===== src/rtl/pulse_burst_if.sv =====
// Command/status bundle between a peripheral driver (master) and the pulse burst controller (slave).
interface pulse_burst_if #(
  parameter int N = 8,
  parameter int C = 8
);
  logic         start_valid;
  logic         start_ready;
  logic [N-1:0] period;
  logic [C-1:0] count;
  logic         ena;
  logic         abort;
  logic         pulse;
  logic         busy;
  logic         done;
  logic [C-1:0] pulses_left;

  modport master (
    output start_valid, period, count, ena, abort,
    input  start_ready, pulse, busy, done, pulses_left
  );

  modport slave (
    input  start_valid, period, count, ena, abort,
    output start_ready, pulse, busy, done, pulses_left
  );
endinterface


===== src/rtl/pulse_burst_controller.sv =====
// Emits a bounded burst of single-cycle pulses spaced period+1 enabled cycles apart,
// with pause (ena low), abort and a one-cycle done strobe at the end of a full burst.
module pulse_burst_controller #(
  parameter int N = 8,
  parameter int C = 8
) (
  input  logic             clk,
  input  logic             rst,
  pulse_burst_if.slave     bus
);
  typedef enum logic [1:0] {
    IDLE = 2'd0,
    RUN  = 2'd1,
    DONE = 2'd2
  } state_t;

  state_t       state_reg, state_next;
  logic [N-1:0] period_reg, period_next;
  logic [C-1:0] left_reg, left_next;
  logic [N-1:0] counter_reg, counter_next;
  logic         fire;
  logic         tick;
  logic         accept;

  // Counter only advances while below period_reg, so it saturates at the compare value.
  assign tick   = (counter_reg >= period_reg);
  assign accept = bus.start_valid && (state_reg == IDLE) && !rst;

  always_ff @(posedge clk) begin
    if (rst) begin
      state_reg   <= IDLE;
      period_reg  <= '0;
      left_reg    <= '0;
      counter_reg <= '0;
    end else begin
      state_reg   <= state_next;
      period_reg  <= period_next;
      left_reg    <= left_next;
      counter_reg <= counter_next;
    end
  end

  always_comb begin
    state_next   = state_reg;
    period_next  = period_reg;
    left_next    = left_reg;
    counter_next = counter_reg;
    fire         = 1'b0;

    case (state_reg)
      IDLE: begin
        if (accept) begin
          period_next  = bus.period;
          left_next    = bus.count;
          counter_next = '0;
          state_next   = (bus.count == '0) ? DONE : RUN;
        end
      end

      RUN: begin
        // Abort wins over ena and tick: no pulse, no done strobe.
        if (bus.abort) begin
          state_next   = IDLE;
          counter_next = '0;
          left_next    = '0;
        end else if (bus.ena) begin
          if (tick && (left_reg != '0)) begin
            fire         = 1'b1;
            counter_next = '0;
            left_next    = left_reg - 1'b1;
            if (left_reg == C'(1)) begin
              state_next = DONE;
            end
          end else begin
            counter_next = counter_reg + 1'b1;
          end
        end
      end

      DONE: begin
        state_next = IDLE;
      end

      default: begin
        state_next   = IDLE;
        counter_next = '0;
        left_next    = '0;
      end
    endcase
  end

  // Strobes are masked during reset so a reset mid-burst silences the outputs at once.
  assign bus.start_ready = (state_reg == IDLE) && !rst;
  assign bus.pulse       = fire && !rst;
  assign bus.busy        = (state_reg == RUN) && !rst;
  assign bus.done        = (state_reg == DONE) && !rst;
  assign bus.pulses_left = left_reg;

endmodule


===== src/flat_wrapper.sv =====
// flat-port wrapper written by rule: the top's interface ports become plain ports
module pulse_burst_controller_flat 
#(
  parameter int N = 8,
  parameter int C = 8
)
  (clk, rst, bus_start_valid, bus_period, bus_count, bus_ena, bus_abort, bus_start_ready, bus_pulse, bus_busy, bus_done, bus_pulses_left);
  pulse_burst_if #(.N(N), .C(C)) bus_i ();
  input  logic clk;
  input  logic rst;
  input wire logic [$bits(bus_i.start_valid)-1:0] bus_start_valid;
  input wire logic [$bits(bus_i.period)-1:0] bus_period;
  input wire logic [$bits(bus_i.count)-1:0] bus_count;
  input wire logic [$bits(bus_i.ena)-1:0] bus_ena;
  input wire logic [$bits(bus_i.abort)-1:0] bus_abort;
  output wire logic [$bits(bus_i.start_ready)-1:0] bus_start_ready;
  output wire logic [$bits(bus_i.pulse)-1:0] bus_pulse;
  output wire logic [$bits(bus_i.busy)-1:0] bus_busy;
  output wire logic [$bits(bus_i.done)-1:0] bus_done;
  output wire logic [$bits(bus_i.pulses_left)-1:0] bus_pulses_left;
  assign bus_i.start_valid = bus_start_valid;
  assign bus_i.period = bus_period;
  assign bus_i.count = bus_count;
  assign bus_i.ena = bus_ena;
  assign bus_i.abort = bus_abort;
  assign bus_start_ready = bus_i.start_ready;
  assign bus_pulse = bus_i.pulse;
  assign bus_busy = bus_i.busy;
  assign bus_done = bus_i.done;
  assign bus_pulses_left = bus_i.pulses_left;
  pulse_burst_controller #(.N(N), .C(C)) u_core (.clk(clk), .rst(rst), .bus(bus_i));
endmodule

===== config.mk =====
export PLATFORM = sky130hd
export DESIGN_NAME = pulse_burst_controller_flat
export DESIGN_NICKNAME = d
export VERILOG_FILES = /design/src/rtl/pulse_burst_if.sv /design/src/rtl/pulse_burst_controller.sv /design/src/flat_wrapper.sv
export SDC_FILE = /design/constraint.sdc
export NUM_CORES = 1
export LEC_CHECK = 0
export BUFFER_PORTS_ARGS = -buffer_cell sky130_fd_sc_hd__buf_2
export CORE_MARGIN = 1.5
export CORE_UTILIZATION = 45
export DETAILED_ROUTE_END_ITERATION = 8
export GPL_TIMING_DRIVEN = 0
export PLACE_DENSITY = 0.67
export SLEW_MARGIN = 20
export SYNTH_ARGS = -nofsm -noshare
export SYNTH_HDL_FRONTEND = slang
export SYNTH_SLANG_ARGS = --single-unit
export TNS_END_PERCENT = 100

===== constraint.sdc =====
create_clock -name clk -period 3.9 [get_ports clk]
set_input_delay 0.195 -clock clk [delete_from_list [all_inputs] [get_ports clk]]
set_output_delay 0.195 -clock clk [all_outputs]
set_load 0.02 [all_outputs]

==> run summary <==
WORST SETUP PATH
-----------------------------------------------------------------------------------------
Worst reg2reg path depth                                                                8
Critical Path, Cell by Cell                                                  inv_1 > ha_1 > nand2b_4 > a2111oi_4 > o31a_2 > nor4b_1 > buf_2
Endpoint required time on the critical path                                       3.70 ns
Arrival time of data at the critical path endpoint                                2.14 ns
Startpoint of the most critical register-to-register path                    u_core.counter_reg[0]$_SDFFE_PP0P_
Worst reg-to-reg setup slack                                                      1.67 ns
Worst setup EP type                                                           output port
Critical R2R Capture                                                         u_core.bus.pulses_left[4]$_SDFFE_PP0P_
Cell family with most CP delay                                               compound AO/OA/AOI/OAI gates
Critical Path Stages                                                                    7
Startpoint types                                                                     flop
Critical path start-end classification                                         reg -> out
Longest individual stage delay on the worst path                                  0.43 ns
CP Buf/Inv Count                                                                        2
Largest driver fanout on the critical path                                              4
Slowest cell on the critical path                                            sky130_fd_sc_hd__dfxtp_1

STA
-----------------------------------------------------------------------------------------
Setup TNS                                                                            0 ns
Final Hold Vio Count                                                                    0
Relative slew slack                                                                 60.6%
Period Utilization, post-route                                                      59.9%
Final worst hold slack                                                          0.0861 ns
Setup ws final                                                                    1.56 ns
Final Skew                                                                     0.00240 ns
Maximum frequency from static timing analysis                                     428 MHz
Final critical delay including setup and external delays                          2.34 ns
Final count of negative-setup-slack endpoints                                           0
Transition time at the pin with the least slew margin                            0.591 ns
Max-slew violation count                                                                0
RSZ-0062 raised after global routing                                                   no

ROUTE
-----------------------------------------------------------------------------------------
Routed via count divided by cell count                                               5.40
Via Count                                                                            1470
Number of iterations in the first detailed-routing pass                                 4
ANT nets after route                                                                    0
DRC Markers                                                                             0
Post-Route WL                                                                     3660 um
1st-iter DRT viols                                                                     49
Post-DR wirelength/cell                                                           13.5 um

LAYOUT
-----------------------------------------------------------------------------------------
Number of inserted filler cells in the final layout                                   346
Leading cell types in the layout, fill and taps excluded                     sky130_fd_sc_hd__buf_2, sky130_fd_sc_hd__dfxtp_1, sky130_fd_sc_hd__nand2_1, sky130_fd_sc_hd__a21oi_1, sky130_fd_sc_hd__nor2_1
Total number of nets in the final design                                              260
Commonest non-fill, non-tap cell in the layout                               sky130_fd_sc_hd__buf_2
Number of antenna diodes                                                                0
Post-route cell area                                                            1900 um^2
Final core occ                                                                      55.8%
Synth-to-layout area growth                                                         16.2%
Fraction of final layout cells with drive strength greater than 1                   24.8%

SYNTHESIS
-----------------------------------------------------------------------------------------
Average size of a mapped cell                                                   8.58 um^2
Number of flip-flops and latches in the synthesized netlist                            26
Number of distinct standard cells referenced by the synthesized netlist                48
Count of mapped cells out of synthesis                                                191
Area share of the largest cell type after synthesis                                 31.8%
Biggest area contributors in the synthesized netlist                         sky130_fd_sc_hd__dfxtp_1, sky130_fd_sc_hd__ha_1, sky130_fd_sc_hd__a21oi_1
Sequential cell area fraction in the yosys report                                   31.8%
Net count of the mapped netlist                                                       224
Synth warnings                                                                          0
Mapped cell area                                                                1640 um^2
Cell taking the most area after synthesis                                    sky130_fd_sc_hd__dfxtp_1
Top flip-flop cell by instance count after synthesis                         sky130_fd_sc_hd__dfxtp_1
EDFF count, synth                                                                       0
Proportion of register bits with asynchronous set or reset after synthesis             0%

PLACE
-----------------------------------------------------------------------------------------
IO Port Bufs                                                                           31
Gpl congestion                                                                      0.861
DPL Wire Length                                                                   2820 um
Pre-CTS setup slack                                                               1.71 ns
Placed instance area                                                            1850 um^2

PWR
-----------------------------------------------------------------------------------------
Sequential Power Share                                                              42.5%
Power density cells                                                           380 nW/um^2
Sw power                                                                         0.239 mW
Static leakage power                                                             0.771 nW
Share of power burned in combinational logic                                        31.7%
Peak supply drop                                                                 0.250 mV
Cell internal power dissipation                                                  0.484 mW
Sw Share                                                                            33.0%
Clock share of power                                                                25.8%

GLOBAL ROUTE
-----------------------------------------------------------------------------------------
GR Overflow Total                                                                       0
Global router's overall resource usage                                              18.9%
Wire length of the first global-routing pass                                      6290 um
Vias in the first global route                                                       1274
Number of antenna violations at the first check in global routing                       0
Pin count of the biggest net entering global routing                                   16

CTS
-----------------------------------------------------------------------------------------
Cts repair resizes                                                                      0
Number of buffers between clock root and the deepest sink                               2
Clock insertion delay at the later pin of the skew report                         0.32 ns
Count of buffers added by post-CTS timing repair for setup                              0
Clock buffers created by TritonCTS                                                      3
Clock tree from TritonCTS                                                           built
Deepest level of the CTS H-tree                                                         1
Clock sinks                                                                            26
Master cell of the clock root buffer                                         sky130_fd_sc_hd__clkbuf_4
Post-CTS Hold Buffers                                                                   0
CTS clk-pin slew, worst paths                                                     0.14 ns

DIE
-----------------------------------------------------------------------------------------
Floorplan die area                                                              4010 um^2
Floorplan Core Area                                                             3420 um^2
Number of rows in the core area                                                        21
DIE WIDTH                                                                         63.4 um
Io pins                                                                                33
Initial standard-cell utilization of the core                                       48.0%
Die Y                                                                             63.4 um

JOB
-----------------------------------------------------------------------------------------
Max cap viols                                                                           0

MIN PATH
-----------------------------------------------------------------------------------------
Source of the worst hold timing path                                         bus_period[0]
Hold/Removal Path Class                                                         in -> reg
Worst-case hold path end point                                               u_core.period_reg[0]$_SDFFE_PP0P_
Cells on Worst Hold Path                                                                3

STATUS
-----------------------------------------------------------------------------------------
Status                                                                          completed

-- cell families (layout without fill, tap and decap cells) --
logic type	after synthesis	in the layout	synth area share [%]
AO/OA/AOI/OAI	48	48	22.0
flip-flops	26	26	31.8
AND/OR/NAND/NOR	76	76	25.0
buffers and inverters	18	53	6.18
adder cells (fa/ha/maj)	12	12	9.16
XOR/XNOR	10	10	5.34
multiplexers	1	1	0.611
-- worst max path at each step --
stage	start	end	slack (ns)
3_3_place_gp	u_core.counter_reg[0]$_SDFFE_PP0P_	u_core.bus.pulses_left[7]$_SDFFE_PP0P_	1.72
6_report	u_core.counter_reg[0]$_SDFFE_PP0P_	bus_pulse	1.56
3_5_place_dp	u_core.counter_reg[0]$_SDFFE_PP0P_	u_core.bus.pulses_left[4]$_SDFFE_PP0P_	1.71
2_1_floorplan	u_core.counter_reg[0]$_SDFFE_PP0P_	bus_pulse	1.69
4_1_cts	u_core.counter_reg[0]$_SDFFE_PP0P_	bus_pulse	1.53
5_1_grt	u_core.counter_reg[0]$_SDFFE_PP0P_	bus_pulse	1.43
-- area by class of cell --
cell class,instances,area [um^2],area share [%]
plain buffers,7,60.1,3.15
clock buffers,3,22.5,1.18
clock inverters,1,30.0,1.58
inverters,11,41.3,2.17
multi-input cells,147,1020,53.4
flip-flops and latches,26,520,27.3
well taps,46,57.6,3.02
repair buffers,31,155,8.15
-- per-stage QoR --
step / cells / power, mW
5_1_grt: 272 / 0.766
3_3_place_gp: 268 / 0.539
3_5_place_dp: 268 / 0.540
2_1_floorplan: 191 / 0.481
6_report: 272 / 0.723
4_1_cts: 272 / 0.729
-- worst register-to-register path, delay by kind of cell (launching register included) --
kind	cells	cell delay (ns)
AO/OA/AOI/OAI	4	0.93
adder cells (fa/ha/maj)	1	0.28
buffers and inverters	1	0.06
flip-flops	1	0.43
AND/OR/NAND/NOR	2	0.45
-- power by group through the flow --
stage          clock network [mW]  logic [mW]  registers, mW
2_1_floorplan                   0       0.161          0.320
3_3_place_gp                    0       0.226          0.312
3_5_place_dp                    0       0.227          0.312
4_1_cts                     0.194       0.228          0.307
5_1_grt                     0.203       0.252          0.310
6_report                    0.186       0.229          0.308
-- layer usage --
| layer | GRT usage (%) | share of wire, % | vias to the layer above |
|---|---|---|---|
| li1 | - | - | 754 |
| met1 | 29.0 | 52 | 685 |
| met2 | 28.6 | 44 | 29 |
| met3 | 3.75 | 3.6 | 2 |
| met4 | 0.815 | 0.33 | 0 |
| met5 | 0 | 0 | - |
-- synthesized netlist by cell type (all sizes together), types with 2 or more instances --
master,number
nand3,5
o21ai,3
xnor2,4
dfxtp,26
nor2,20
nand4,4
buf,5
xor2,6
nor4,2
a31oi,2
o21a,2
nor3,7
or4,2
nand2b,2
nor4b,2
ha,12
a21o,2
a211oi,5
o31ai,2
or3,2
a21oi,21
inv,11
a22oi,3
nand2,24
clkbuf,2
No activity file was read; power rests on OpenSTA's default activity.
